[src/rtl/seqdiv16.sv]
// Sequential 16-bit restoring divider: one quotient bit per clock, signed or
// unsigned, with a registered one-cycle completion pulse and divide-by-zero flag.
module seqdiv16 (
  input  logic        clk,
  input  logic        rst,
  input  logic        start,
  input  logic        mode,
  input  logic [15:0] num1,
  input  logic [15:0] num2,
  output logic        work,
  output logic [15:0] result,
  output logic        rdy,
  output logic        divbyzero
);

  typedef enum logic [1:0] {
    IDLE   = 2'd0,
    RUN    = 2'd1,
    FINISH = 2'd2
  } state_t;

  state_t      state;
  state_t      state_next;

  logic        s1_q;
  logic        s2_q;
  logic        zero_q;
  logic [16:0] rem_q;
  logic [15:0] dvd_q;
  logic [15:0] dvs_q;
  logic [3:0]  cnt_q;

  logic [16:0] shifted;
  logic [16:0] trial;
  logic [15:0] mag1;
  logic [15:0] mag2;

  // Magnitudes are taken as unsigned, so |-32768| comes out as 0x8000.
  assign mag1    = (num1[15] & mode) ? (16'd0 - num1) : num1;
  assign mag2    = (num2[15] & mode) ? (16'd0 - num2) : num2;
  assign shifted = {rem_q[15:0], dvd_q[15]};
  assign trial   = shifted - {1'b0, dvs_q};

  assign work = (state != IDLE);

  always_ff @(posedge clk or negedge rst) begin
    if (!rst) begin
      state <= IDLE;
    end else begin
      state <= state_next;
    end
  end

  always_comb begin
    state_next = state;
    case (state)
      IDLE:    if (start) state_next = RUN;
      RUN:     if (cnt_q == 4'd0) state_next = FINISH;
      FINISH:  state_next = IDLE;
      default: state_next = IDLE;
    endcase
  end

  always_ff @(posedge clk or negedge rst) begin
    if (!rst) begin
      s1_q      <= 1'b0;
      s2_q      <= 1'b0;
      zero_q    <= 1'b0;
      rem_q     <= '0;
      dvd_q     <= '0;
      dvs_q     <= '0;
      cnt_q     <= '0;
      result    <= '0;
      rdy       <= 1'b0;
      divbyzero <= 1'b0;
    end else begin
      rdy <= 1'b0;
      case (state)
        IDLE: begin
          if (start) begin
            s1_q   <= num1[15] & mode;
            s2_q   <= num2[15] & mode;
            zero_q <= (num2 == 16'd0);
            dvd_q  <= mag1;
            dvs_q  <= mag2;
            rem_q  <= '0;
            cnt_q  <= 4'd15;
          end
        end
        RUN: begin
          // A borrow out of the trial subtraction means the divisor did not fit.
          if (!trial[16]) begin
            rem_q <= trial;
            dvd_q <= {dvd_q[14:0], 1'b1};
          end else begin
            rem_q <= shifted;
            dvd_q <= {dvd_q[14:0], 1'b0};
          end
          if (cnt_q != 4'd0) cnt_q <= cnt_q - 4'd1;
        end
        FINISH: begin
          rdy <= 1'b1;
          if (zero_q) begin
            result    <= 16'hFFFF;
            divbyzero <= 1'b1;
          end else begin
            result    <= (s1_q ^ s2_q) ? (16'd0 - dvd_q) : dvd_q;
            divbyzero <= 1'b0;
          end
        end
        default: ;
      endcase
    end
  end

endmodule
[config.mk]
export PLATFORM = sky130hd
export DESIGN_NAME = seqdiv16
export DESIGN_NICKNAME = d
export VERILOG_FILES = /design/src/rtl/seqdiv16.sv
export SDC_FILE = /design/constraint.sdc
export NUM_CORES = 1
export LEC_CHECK = 0
export ABC_AREA = 0
export CORE_MARGIN = 3
export CORE_UTILIZATION = 61
export DETAILED_ROUTE_END_ITERATION = 8
export GPL_ROUTABILITY_DRIVEN = 0
export HOLD_SLACK_MARGIN = 0.05
export PLACE_DENSITY = 0.95
export SKIP_CTS_REPAIR_TIMING = 1
export SLEW_MARGIN = 20
export SYNTH_ARGS = -nofsm -noshare
export SYNTH_HDL_FRONTEND = slang
export SYNTH_SLANG_ARGS = --single-unit
[constraint.sdc]
create_clock -name clk -period 5.04 [get_ports clk]
set_input_delay 1.008 -clock clk [delete_from_list [all_inputs] [get_ports clk]]
set_output_delay 1.008 -clock clk [all_outputs]
set_load 0.05 [all_outputs]
==> impl_metrics.csv <==
group,metric,value,unit
worst_setup_path,regToRegEndpoint,"rem_q[1]$_DFFE_PN0P_",
drt,detail_route.vias_per_cell,6.25,
synthesis,synth-edff-count,0,
grt,initial_antenna_violation_count,0,
drt,detailroute.via_count,4317,
place,buffer_ports.inserted,54,
worst_setup_path,setup_crit_path_kind,"reg -> reg",
worst_setup_path,flop_to_flop_setup_slack,1610,ps
synthesis,asyncSetResetFlopFracSynth,100,%
synthesis,synthesis.yosys.warnings,0,
timing,max-slew-margin-rel,46.6,%
power_and_ir_drop,netSwitchingPower,2140,uW
clocking,cts-root-buf,"sky130_fd_sc_hd__clkbuf_8",
hold_path,hp-class,"reg -> reg",
power_and_ir_drop,comb_power_share,62.3,%
synthesis,synth.ff_latch_count,75,
clocking,cts.clk_slew.worst_paths,90,ps
worst_setup_path,critPathBufInv,2,
timing,timing_worst_slew_pin_value,799,ps
worst_setup_path,worst_path_dominant_cell_family,"compound AO/OA/AOI/OAI gates",
drt,detail_route.drc_violations,0,
floorplan,num_io_pins,55,
final_layout,antennaDiodeCount,0,
synthesis,yosysSeqAreaShare,39.9,%
timing,final.setup_skew,11.4,ps
timing,fin_crit,3430,ps
power_and_ir_drop,seq_power_share,26.6,%
floorplan,core_region_area,7370,um^2
worst_setup_path,r2r-start,"dvd_q[15]$_DFFE_PN0P_",
clocking,clock_sinks,75,
power_and_ir_drop,clkPwrFrac,11.1,%
power_and_ir_drop,vdd_ir_drop_max,0.311,mV
floorplan,floorplan.die_area,8800,um^2
power_and_ir_drop,post_layout_power,4380,uW
timing,report.final.hold_viol_count,0,
grt,globalRouteOverflowTotal,0,
worst_setup_path,worst_ep_required_time,5250,ps
power_and_ir_drop,p_int,2240,uW
timing,clock.fmax,292,MHz
hold_path,worstHoldStart,"divbyzero$_DFFE_PN0P_",
grt,grt_max_degree,68,
worst_setup_path,crit_path_top_delay_cell,"sky130_fd_sc_hd__xor2_4",
synthesis,synth_nets,598,
drt,number_of_search_and_repair_iterations_in_the_first_detailed_routing_pass,5,
timing,rsz_0062_raised_after_global_routing,"no",
synthesis,synthesis.instances,541,
power_and_ir_drop,power_switching_share,48.8,%
grt,wire_length_of_the_first_global_routing_pass,19.0,mm
worst_setup_path,setup.worst_path.start_class,"flip-flop",
place,dp_hpwl,8.16,mm
timing,final.setup.tns,0,ps
drt,ant_nets,0,
final_layout,fillers,480,
worst_setup_path,crit_path_max_incr_delay,620,ps
place,pre_cts_slack,1770,ps
synthesis,mappedNetlistArea,4700,um^2
floorplan,standard_cell_row_count,31,
clocking,cts_max_level,3,
clocking,max-clock-path-buffers,2,
drt,drc_violation_total_after_the_first_tritonroute_iteration,394,
floorplan,floorplan.initialDensity,63.8,%
worst_setup_path,critical_path_arrival,3640,ps
grt,grt_usage,27.1,%
run_status,outcome,"finished clean",
worst_setup_path,library_cell_appearing_most_often_on_the_critical_path,"sky130_fd_sc_hd__inv_1",
clocking,clock_latency,360,ps
final_layout,synthToLayoutAreaGrowth,16.9,%
timing,final.period_utilization,68.0,%
synthesis,synthesis.area_per_instance,8.69,um^2
power_and_ir_drop,power.density,796,nW/um^2
hold_path,worst_hold_path.endpoint,"divbyzero$_DFFE_PN0P_",
timing,postLayoutSetupSlackWorst,1610,ps
timing,setup-violations-final,0,
floorplan,die_height,93.8,um
synthesis,netlist-cell-type-count,51,
worst_setup_path,rr_worst_depth,11,
final_layout,number_of_nets_at_the_end_of_the_flow,644,
power_and_ir_drop,static-leakage-power,0.00241,uW
timing,drv_slew,0,
hold_path,worstHoldPathCells,2,
clocking,cts_tree,"yes",
worst_setup_path,timing.critical_path.to_type,"flip-flop",
floorplan,die_w,93.8,um
drt,wirelength,11.6,mm
drt,route.detailed.wl_per_inst,16.7,um
clocking,numCtsBuffers,9,
final_layout,drive_above_1_share,5.07,%
grt,first_global_vias,4048,
worst_setup_path,timing.critical_path.cells,"inv_1 > ha_1 > inv_1 > fa_1 > a211oi_1 > nor3_2 > o211ai_2 > o31ai_4 > xor2_4 > mux2i_1 > o21ai_1",
worst_setup_path,crit_fanout,18,
synthesis,synth_ff_type,"sky130_fd_sc_hd__dfrtp_1",
job,maxCapViolCount,0,
timing,finalHoldWorstSlack,485,ps
## routing by layer
metal | GRT usage [%] | vias to the layer above | routed length, um
met5 | 0 | - | 0
met4 | 9.15 | 0 | 274
met3 | 5.21 | 40 | 903
met2 | 46.1 | 221 | 5750
met1 | 34.6 | 2080 | 4630
li1 | - | 1976 | -
## cells in the final DEF, fill, tap and decap left out, types with 6 or more instances in the layout
cell type	synthesis	final
sky130_fd_sc_hd__dfrtp_1	75	75
sky130_fd_sc_hd__nand2_1	70	70
sky130_fd_sc_hd__o21ai_0	56	56
sky130_fd_sc_hd__clkdlybuf4s50_1	0	53
sky130_fd_sc_hd__a21oi_1	41	41
sky130_fd_sc_hd__nor2_1	35	35
sky130_fd_sc_hd__inv_1	31	31
sky130_fd_sc_hd__xnor2_1	30	30
sky130_fd_sc_hd__xor2_1	26	26
sky130_fd_sc_hd__nand3_1	20	20
sky130_fd_sc_hd__ha_1	20	20
sky130_fd_sc_hd__mux2i_1	13	13
sky130_fd_sc_hd__a22oi_1	13	13
sky130_fd_sc_hd__o21ai_1	12	12
sky130_fd_sc_hd__clkbuf_8	0	10
sky130_fd_sc_hd__nor3_1	8	8
sky130_fd_sc_hd__o31ai_1	6	6
## worst reg2reg max path, delay by kind of cell, from the launching register on
kind	cells	cell delay (ps)
compound gates	4	990
buf+inv	2	190
xor+xnor	1	630
mux	1	330
flops	1	380
simple gates	1	120
fa+ha+maj	2	650
## sequential cells by signal, summed over array words and instances (netlist names)
signal,flops
result,16
rem_q,16
zero_q,1
cnt_q,4
s2_q,1
dvs_q,16
dvd_q,16
state,2
divbyzero,1
rdy,1
s1_q,1
## cell families (layout without fill, tap and decap cells)
kind of cell	after synthesis	count (layout)	synth area share, %
multiplexers	13	13	2.77
adder cells (fa/ha/maj)	21	21	5.75
AO/OA/AOI/OAI	157	157	20.1
XOR/XNOR	57	57	11.0
AND/OR/NAND/NOR	164	164	15.9
flip-flops	75	75	39.9
buffers and inverters	54	105	4.58
## synthesized netlist by cell type, drive strengths merged, types with 2 or more instances
master  count  area (um^2)
o211ai      6         60.1
o31ai       7         66.3
and2        3         18.8
buf         4         27.5
dfrtp      75         1880
o21a        2         15.0
nor2       35          131
inv        31          116
mux2i      13          130
xor2       27          255
nand3      20          100
and3        3         18.8
nand3b      3         22.5
nor2b       2         12.5
a22oi      13         97.6
a21o        2         15.0
a21boi      2         15.0
nor4        4         25.0
nand2b      4         25.0
clkbuf     18         67.6
o41ai       4         35.0
o21ai      68          340
xnor2      30          263
ha         20          250
a21oi      41          205
nor3        9         50.1
or4         3         22.5
a31oi       4         25.0
nand2      71          269
nor3b       2         15.0
nand4b      3         26.3
## power groups by stage
stage / clock network [uW] / logic, uW / registers (uW)
after floorplan: 0 / 1910 / 1280
after detailed placement: 0 / 2630 / 1160
after CTS: 482 / 2690 / 1150
after global routing: 512 / 2960 / 1190
final: 484 / 2730 / 1160
after global placement: 0 / 2490 / 1140
## worst max path at each step
stage	start	to	slack, ps	depth (start not counted)
after floorplan	dvd_q[15]$_DFFE_PN0P_	rem_q[10]$_DFFE_PN0P_	2350	12
after global routing	dvd_q[15]$_DFFE_PN0P_	rem_q[1]$_DFFE_PN0P_	1420	11
after detailed placement	num2[2]	dvs_q[14]$_DFFE_PN0P_	1770	7
final	dvd_q[15]$_DFFE_PN0P_	rem_q[1]$_DFFE_PN0P_	1610	11
after CTS	dvd_q[15]$_DFFE_PN0P_	rem_q[1]$_DFFE_PN0P_	1620	11
after global placement	num2[2]	dvs_q[14]$_DFFE_PN0P_	1880	7
## metrics by stage
stage / instance area [um^2] / cells / util [%]
finish: 5500 / 691 / 74.6
floorplan: 4700 / 541 / -
detailed placement: 5290 / 675 / 71.8
global placement: 5290 / 675 / 71.8
global route: 5500 / 691 / 74.6
CTS: 5500 / 691 / 74.6
## area by class of cell
class | instances | area, um^2 | share of cell area [%]
multi-input combinational | 412 | 2610 | 47.5
sequential | 75 | 1880 | 34.1
timing repair buffer | 57 | 558 | 10.1
clock buffer | 10 | 138 | 2.50
tap | 99 | 124 | 2.25
inverter | 32 | 120 | 2.18
clock inverter | 6 | 70.1 | 1.27
Power figures use the tool's default switching activity.
